`src/rtl/result_demux.sv`:
```
// Two-entry buffered result demultiplexer: routes each flagged result word to one of five sinks.
// Words with flags 5-7 are consumed, dropped, flagged on err and counted in drop_cnt.
module result_demux #(
   parameter int unsigned WIDTH = 32
) (
   input  logic             clk,
   input  logic             rst,
   input  logic             in_valid,
   output logic             in_ready,
   input  logic [2:0]       in_flag,
   input  logic [WIDTH-1:0] in_data,
   output logic [4:0]       out_valid,
   input  logic [4:0]       out_ready,
   output logic [WIDTH-1:0] out_data,
   output logic             err,
   output logic [7:0]       drop_cnt
);

   logic [2:0]       flag_q [2];
   logic [WIDTH-1:0] data_q [2];
   logic             wr_ptr_q, rd_ptr_q;
   logic [1:0]       count_q, count_d;
   logic             err_q;
   logic [7:0]       drop_cnt_q;

   logic             accept, legal, push, drop, pop;
   logic [2:0]       head_flag;

   // in_ready depends on registered state only, never on out_ready or in_valid
   assign in_ready  = (count_q != 2'd2);
   assign accept    = in_valid & in_ready;
   assign legal     = (in_flag <= 3'd4);
   assign push      = accept & legal;
   assign drop      = accept & ~legal;
   assign head_flag = flag_q[rd_ptr_q];
   assign out_data  = data_q[rd_ptr_q];
   assign err       = err_q;
   assign drop_cnt  = drop_cnt_q;

   always_comb begin
      out_valid = 5'b00000;
      if (count_q != 2'd0) begin
         case (head_flag)
            3'd0:    out_valid = 5'b00001;
            3'd1:    out_valid = 5'b00010;
            3'd2:    out_valid = 5'b00100;
            3'd3:    out_valid = 5'b01000;
            3'd4:    out_valid = 5'b10000;
            default: out_valid = 5'b00000;
         endcase
      end
   end

   // Only the sink addressed by the head word can pop it
   assign pop = |(out_valid & out_ready);

   always_comb begin
      count_d = count_q;
      case ({push, pop})
         2'b10:   count_d = count_q + 2'd1;
         2'b01:   count_d = count_q - 2'd1;
         default: count_d = count_q;
      endcase
   end

   always_ff @(posedge clk) begin
      if (rst) begin
         flag_q[0]  <= 3'd0;
         flag_q[1]  <= 3'd0;
         data_q[0]  <= '0;
         data_q[1]  <= '0;
         wr_ptr_q   <= 1'b0;
         rd_ptr_q   <= 1'b0;
         count_q    <= 2'd0;
         err_q      <= 1'b0;
         drop_cnt_q <= 8'd0;
      end else begin
         if (push) begin
            flag_q[wr_ptr_q] <= in_flag;
            data_q[wr_ptr_q] <= in_data;
            wr_ptr_q         <= ~wr_ptr_q;
         end
         if (pop) begin
            rd_ptr_q <= ~rd_ptr_q;
         end
         count_q <= count_d;
         err_q   <= drop;
         if (drop && (drop_cnt_q != 8'hff)) begin
            drop_cnt_q <= drop_cnt_q + 8'd1;
         end
      end
   end

endmodule

```
`config.mk`:
```
export PLATFORM = sky130hd
export DESIGN_NAME = result_demux
export DESIGN_NICKNAME = d
export VERILOG_FILES = /design/src/rtl/result_demux.sv
export SDC_FILE = /design/constraint.sdc
export NUM_CORES = 1
export LEC_CHECK = 0
export CAP_MARGIN = 20
export CORE_UTILIZATION = 45
export CTS_CLUSTER_SIZE = 10
export DETAILED_ROUTE_END_ITERATION = 12
export PLACE_DENSITY = 0.77
export SLEW_MARGIN = 20
export SYNTH_ARGS = -nofsm -noshare
export SYNTH_HDL_FRONTEND = slang
export SYNTH_SLANG_ARGS = --single-unit
```
`constraint.sdc`:
```
create_clock -name clk -period 6.2 [get_ports clk]
set_clock_uncertainty 0.15 [all_clocks]
set_input_delay 1.24 -clock clk [delete_from_list [all_inputs] [get_ports clk]]
set_output_delay 1.24 -clock clk [all_outputs]
set_load 0.02 [all_outputs]
```
# After elaboration in Yosys (flattened, before gate mapping)
# Memories as Yosys holds them, arrays and structs flattened. A register that Yosys moved wholly into a read port is not among the register bits.
# Cells that the tools add are included.
dict set report op_classes {
  mux 18
  bitwise 7
  add_sub_neg 3
  magnitude_cmp 1
  n_reduce_logical 7
  n_eq_ne 8
}
# op n
set op_table {}
lappend op_table {{$mux W32} 1}
lappend op_table {{$reduce_or A32 Y1} 1}
lappend op_table {{$pmux W5 S5} 1}
lappend op_table {{$mux W1} 13}
lappend op_table {{$add A8 B1 Y8 const B} 1}
lappend op_table {{$ne A8 B8 Y1 const B} 1}
lappend op_table {{$eq A3 B2 Y1 const B} 2}
lappend op_table {{$and A5 B5 Y5} 1}
lappend op_table {{$mux W5} 1}
lappend op_table {{$reduce_or A5 Y1} 1}
lappend op_table {{$pmux W2 S2} 1}
lappend op_table {{$reduce_bool A2 Y1} 2}
lappend op_table {{$and A1 B1 Y1} 3}
lappend op_table {{$eq A3 B1 Y1 const B} 1}
lappend op_table {{$eq A3 B3 Y1 const B} 1}
lappend op_table {{$le A3 B3 Y1 const B} 1}
lappend op_table {{$logic_not A3 Y1} 1}
lappend op_table {{$mux W3} 1}
lappend op_table {{$not A1 Y1} 3}
lappend op_table {{$reduce_or A3 Y1} 1}
lappend op_table {{$add A2 B1 Y2 const B} 1}
lappend op_table {{$eq A2 B1 Y1 const B} 1}
lappend op_table {{$eq A2 B2 Y1 const B} 1}
lappend op_table {{$ne A2 B2 Y1 const B} 1}
lappend op_table {{other kinds (2)} 2}
dict set report totals {
  ramBits 70
  wordCells 51
  input_bits 43
  register_bits 13
  memories 2
}
# name words width rd rd_clocked_by_memory_dff write_ports line_no
set mem_list {}
lappend mem_list {data_q 2 32 1 1 2 20} ;# logic [WIDTH-1:0] data_q [2];
lappend mem_list {flag_q 2 3 1 1 2 19} ;# logic [2:0] flag_q [2];

# Depth between registers and ports, before layout
# Gate-level depths: netlist of the first run.
dict set report depth {
  depth_word 8
  depth_mapped 9
  depth_no_buf 8
}

# Least setup slack after synthesis of the first run
# Ideal clock, no wire load.
dict set report synth_path {
  kind {in2reg}
  start {in in_flag[1]}
  end {mem data_q[0][0] (enable)}
  t_required_ns 5.615
  n_path_buf 0
  setup_ns 0.435
  cell_stages 3
  slack_ns 2.332
  arrival_ns 3.283
  cell_sequence {o21ai_0 -> nand3_2 -> o21bai_1}
}
# item line_no
set synth_lines {}
lappend synth_lines {{from (decl)} 10} ;# input logic [2:0] in_flag,
lappend synth_lines {{to (decl)} 20}

==> flow_metrics.py, run 1 <==
metrics = {
    "placement": {
        "port_buffers": 89,
        "gp_congestion": 0.814,
        "dp_hpwl_um": 4470,
    },
    "worst_setup_path": {
        "cp.depth": 4,
        "crit_buf_inv": 1,
        "crit_path_start_kind": "flop",
        "crit_path_cell_trace": "mux2i_1, o21ai_0, nor2_1, clkdlybuf4s50_1",
        "cp_max_fo": 39,
        "arrival_ns": 2.82,
        "worst_ep_required_time_ns": 4.81,
        "slowest_stage": "dfxtp_2",
        "cp_top_family": "flip-flops",
        "crit_type": "reg -> out",
        "r2r_cells": 7,
        "slowest_delay_ns": 0.94,
        "end_kind": "output pin",
    },
    "outcome": {
        "status": "finished clean",
    },
    "cells_and_area": {
        "area.sequential_mm2": 0.00238,
        "drive_above_1_share_pct": 16.6,
        "multi_input_area_mm2": 0.00135,
        "fill_cells": 647,
        "area_growth_pct": 33.7,
        "final_common_cell": "clkdlybuf4s50_1",
        "fin_nets": 413,
        "final_cell_mix": "clkdlybuf4s50_1, and2_1, edfxtp_1, mux2_2, nor2_1",
        "antenna_cells": 0,
    },
    "global_route": {
        "grt_pass1_vias": 2258,
        "grtUsageMet3_pct": 3.50,
        "antenna_found_initial": 0,
        "grt-ovfl-total": 0,
        "use_met1_pct": 22.3,
        "grt_pass1_wl_um": 11000,
        "grtUsageTotal_pct": 16.8,
        "top_usage_layer": "met2",
        "use_met2_pct": 26.0,
        "grt_max_degree": 40,
    },
    "yosys": {
        "synth_flop_cell": "edfxtp_1",
        "ys_warn_count": 0,
        "syn_avg_cell_area_um2": 13.6,
        "syn-num-nets": 322,
        "yosys_register_bits": 84,
        "ys_seq_area_share_pct": 63.2,
        "synth_enable_flop_cells": 70,
        "async_reset_ff_share_pct": 0,
        "yosysUniqueCellTypes": 37,
        "synthCells": 277,
        "synthesis.area_mm2": 0.00377,
    },
    "pwr": {
        "p_int_uw": 1160,
        "p_sw_uw": 482,
        "power.share.sequential_pct": 44.8,
        "irDropWorstVdd_mv": 0.152,
        "clockPowerShare_pct": 26.5,
        "p_leak_uw": 0.00184,
        "sw_frac_of_total_pct": 29.3,
        "power_density_mw_per_mm2": 326,
        "p_comb_share_pct": 28.8,
        "total_power_uw": 1640,
    },
    "floorplanning": {
        "die_h_um": 93.5,
        "pin_count": 90,
        "die_x_um": 93.5,
        "rows": 33,
        "initial_core_util_pct": 46.1,
        "core_area_mm2": 0.00818,
        "dieArea_mm2": 0.00875,
    },
    "worst_hold_path": {
        "hold_path_depth": 2,
        "hold_path.class": "reg -> reg",
    },
    "routing": {
        "ant_nets": 0,
        "drc": 0,
        "wl_per_cell_um": 15.0,
        "vias_per_cell": 5.04,
        "drtIter0Drc": 71,
        "num_vias": 2411,
        "finalWirelength_um": 7180,
        "drtPass1Iterations": 4,
    },
    "clock_tree": {
        "clk_path_buf_depth": 2,
        "clkLatencyLatePin_ns": 0.36,
        "cts.sinks": 84,
        "post_cts_buffers": 0,
        "cts_buffers": 9,
        "path_clk_slew_ns": 0.08,
        "cts_htree_levels": 3,
        "holdBufCountCts": 0,
        "cts_tree": "yes",
        "cts-root-buf": "clkbuf_8",
        "postCtsResizedCells": 0,
    },
    "timing": {
        "whs_ns": 0.414,
        "period_needed_ns": 4.21,
        "max_freq_mhz": 238,
        "period_share_pct": 67.9,
        "slew_violations": 0,
        "timing_hold_violations_final": 0,
        "relSlewSlack_pct": 37.7,
        "worst_pin_slew_ns": 0.935,
        "timing.setup.tns_ns": 0,
        "rsz0062_at_grt": "no",
        "setup_viol": 0,
    },
    "job": {
        "drv_cap": 0,
    },
}
-- stage by stage --
stage / area (um^2) / cells / utilization, % / worst slack, ns
floorplan: 3770 / 277 / - / 2.33
global placement: 4780 / 460 / 58.4 / 2.44
detailed placement: 4780 / 460 / 58.4 / 2.36
CTS: 5000 / 476 / 61.1 / 1.95
global route: 5040 / 478 / 61.7 / 1.81
finish: 5040 / 478 / 61.7 / 1.99
-- synthesized netlist by cell type, types with 3 or more instances --
master | number | share of area [%]
clkbuf_1 | 5 | 0.50
dfxtp_1 | 14 | 7.4
mux2_2 | 32 | 9.6
nor3_1 | 3 | 0.40
nor2_1 | 20 | 2.0
buf_2 | 4 | 0.53
and2_1 | 70 | 12
nand2_1 | 4 | 0.40
buf_1 | 3 | 0.30
xnor2_1 | 7 | 1.6
edfxtp_1 | 70 | 56
inv_1 | 4 | 0.40
o21ai_0 | 3 | 0.40
a21oi_1 | 4 | 0.53
mux2i_1 | 4 | 1.1
-- power by group through the flow --
stage               sequential [uW]  combinational [uW]  clock (uW)
floorplan                       709                 298           0
global placement                747                 462           0
detailed placement              751                 465           0
CTS                             739                 469         440
global route                    746                 506         462
finish                          736                 473         435
-- path summary, 6_finish.rpt --
check	start	endpoint	slack, ns
max	flop	out_valid[4]	1.99
max reg2reg	flop	count_q[1]	3.08
min	drop_cnt[5]	drop_cnt[5]	0.41
min reg2reg	drop_cnt[5]	drop_cnt[5]	0.41
-- sequential cells by signal, indices dropped and copies added (netlist names), named ones only --
signal	cells
drop_cnt	8
wr_ptr_q	1
count_q	2
data_q	64
flag_q	6
err	1
rd_ptr_q	1
-- area by class of cell --
type / count / share of cell area [%]
tap: 105 / 2.61
clock inverter: 7 / 1.96
timing repair buffer: 92 / 18.7
sequential: 84 / 47.3
multi-input combinational: 177 / 26.7
inverter: 4 / 0.298
clock buffer: 9 / 2.46
-- kinds of logic (layout without fill, tap and decap cells) --
| family | Yosys count | count (layout) | share of synthesized area, % |
|---|---|---|---|
| flops | 84 | 84 | 63.2 |
| fa+ha+maj | 2 | 2 | 0.663 |
| buf+inv | 16 | 112 | 1.73 |
| compound gates | 17 | 17 | 3.95 |
| xor+xnor | 9 | 9 | 2.09 |
| simple gates | 111 | 111 | 17.2 |
| mux | 38 | 38 | 11.2 |
-- worst min-delay path: cells and delay by family (launching register included) --
family / cells / cell delay (ns)
flip-flops: 1 / 0.38
XOR/XNOR: 1 / 0.09
AND/OR/NAND/NOR: 1 / 0.07
-- routing by layer --
| metal | up-vias | part of all wire [%] | wire, um |
|---|---|---|---|
| met5 | - | 0 | 0 |
| met4 | 0 | 2.2 | 160 |
| met3 | 16 | 5.7 | 412 |
| met2 | 67 | 45 | 3250 |
| met1 | 1162 | 47 | 3360 |
| li1 | 1166 | - | - |
No activity file was read; power rests on OpenSTA's default activity.
==> run 2, diff against run 1 <==
clock period = 4.37 ns   (was 6.2 ns; I/O delays follow)
==> run 2 against run 1 <==
  * Worst setup slack worse by 0.87 ns
  * Register-to-register slack worse by 1.3 ns
  * Critical path type unchanged
  * Global-route usage increased by 0.76 points
  * First-iteration DRC count grew 65%
  * Final cell count rose by 0.42%
  * Largest cell class unchanged
  * Highest routed layer unchanged
==> flow_metrics.py, run 2 (synthesis gave the netlist of run 1 again) <==
metrics = {
    "placement": {
        "dpl_worst_slack_ns": 1.13,
        "port_buffers": 89,
        "dp_hpwl_um": 4720,
        "place_inst": 464,
        "gp_congestion": 0.766,
    },
    "global_route": {
        "grt_max_degree": 39,
        "grt_pass1_vias": 2405,
        "grt_pass1_wl_um": 11400,
        "grt-ovfl-total": 0,
        "antenna_found_initial": 0,
        "grtUsageTotal_pct": 17.5,
    },
    "pwr": {
        "total_power_uw": 2210,
        "power_density_mw_per_mm2": 442,
        "p_leak_uw": 0.00181,
        "irDropWorstVdd_mv": 0.222,
    },
    "clock_tree": {
        "clk_path_buf_depth": 2,
        "cts_htree_levels": 3,
        "cts.sinks": 84,
        "cts_buffers": 9,
        "postCtsResizedCells": 0,
        "holdBufCountCts": 0,
        "post_cts_buffers": 0,
        "path_clk_slew_ns": 0.08,
        "cts_tree": "yes",
        "cts-root-buf": "clkbuf_8",
        "clkLatencyLatePin_ns": 0.34,
    },
    "floorplanning": {
        "core_area_mm2": 0.00818,
        "die_h_um": 93.5,
        "die_x_um": 93.5,
        "dieArea_mm2": 0.00875,
        "pin_count": 90,
        "rows": 33,
        "initial_core_util_pct": 46.1,
    },
    "timing": {
        "worst_pin_slew_ns": 0.771,
        "relSlewSlack_pct": 48.5,
        "period_share_pct": 74.4,
        "setup_slack_ns": 1.12,
        "setup_viol": 0,
        "slew_violations": 0,
        "timing_hold_violations_final": 0,
        "timing.setup.tns_ns": 0,
        "max_freq_mhz": 308,
        "period_needed_ns": 3.25,
        "rsz0062_at_grt": "no",
    },
    "worst_setup_path": {
        "end_kind": "output pin",
        "worst_ep_required_time_ns": 3.35,
        "cp_max_fo": 38,
        "crit_type": "reg -> out",
        "arrival_ns": 2.23,
        "crit_path_start_kind": "flop",
    },
    "cells_and_area": {
        "fin_nets": 415,
        "fin_cells": 480,
        "area.sequential_mm2": 0.00238,
        "final_core_util_pct": 61.1,
        "area_growth_pct": 32.4,
        "drive_above_1_share_pct": 17.1,
        "fill_cells": 647,
        "top_register": "data_q",
        "antenna_cells": 0,
        "final_common_cell": "clkdlybuf4s50_1",
        "multi_input_area_mm2": 0.00135,
        "largest_register_ffs": 64,
        "final_cell_mix": "clkdlybuf4s50_1, and2_1, edfxtp_1, mux2_2, nor2_1",
    },
    "routing": {
        "drtIter0Drc": 117,
        "num_vias": 2398,
        "finalWirelength_um": 7220,
        "drtPass1Iterations": 5,
        "vias_per_cell": 5.00,
        "drc": 0,
        "wl_per_cell_um": 15.1,
        "ant_nets": 0,
    },
    "job": {
        "drv_cap": 0,
    },
    "outcome": {
        "status": "finished clean",
    },
    "worst_hold_path": {
        "hold_path.class": "reg -> reg",
    },
}
## run 2: changes by cell type in the layout (fill, tap and decap cells not counted), sizes merged
cell / previous run / this run
buf: 3 / 5
bufinv: 2 / 0
clkinvlp: 1 / 4
inv: 6 / 5
## run 2: path summary, 6_finish.rpt
path,slack (ns),depth (start not counted),start,end
min reg2reg,0.40,2,drop_cnt[5],drop_cnt[5]
min,0.40,2,drop_cnt[5],drop_cnt[5]
max reg2reg,1.75,8,flop,count_q[1]
max,1.12,5,flop,out_valid[3]
## run 2: power breakdown
| part | total, uW | switching [uW] | internal (uW) |
|---|---|---|---|
| clock network | 491 | 283 | 208 |
| registers | 996 | 37.1 | 959 |
| logic | 720 | 357 | 363 |
| total | 2210 | 678 | 1530 |
## run 2: worst max-delay path: stages (launching register included)
cell,delay [ns]
dfxtp_2,0.35
buf_4,0.44
nand2_1,0.12
o32a_1,0.21
nor2_1,0.13
clkdlybuf4s50_1,0.62
## run 2: stage by stage
step	hold WS, ns	cell area (um^2)
3_5_place_dp	0.390	4820
2_1_floorplan	0.340	3770
5_1_grt	0.449	4990
4_1_cts	0.411	4990
6_report	0.404	4990
3_3_place_gp	0.370	4820
## run 2: routing by layer
metal  up-vias  routed length, um  track usage [%]
li1       1166                  -                -
met1      1154               3310             23.2
met2        69               3440             28.2
met3         9                371             3.17
met4         0                102             7.82
met5         -                  0                0
## run 2: layout make-up
class | instances | share of cell area [%]
sequential | 84 | 47.7
multi-input combinational | 177 | 27.0
timing repair buffer | 94 | 18.8
tap | 105 | 2.63
clock buffer | 9 | 2.48
clock inverter | 7 | 1.05
inverter | 4 | 0.301
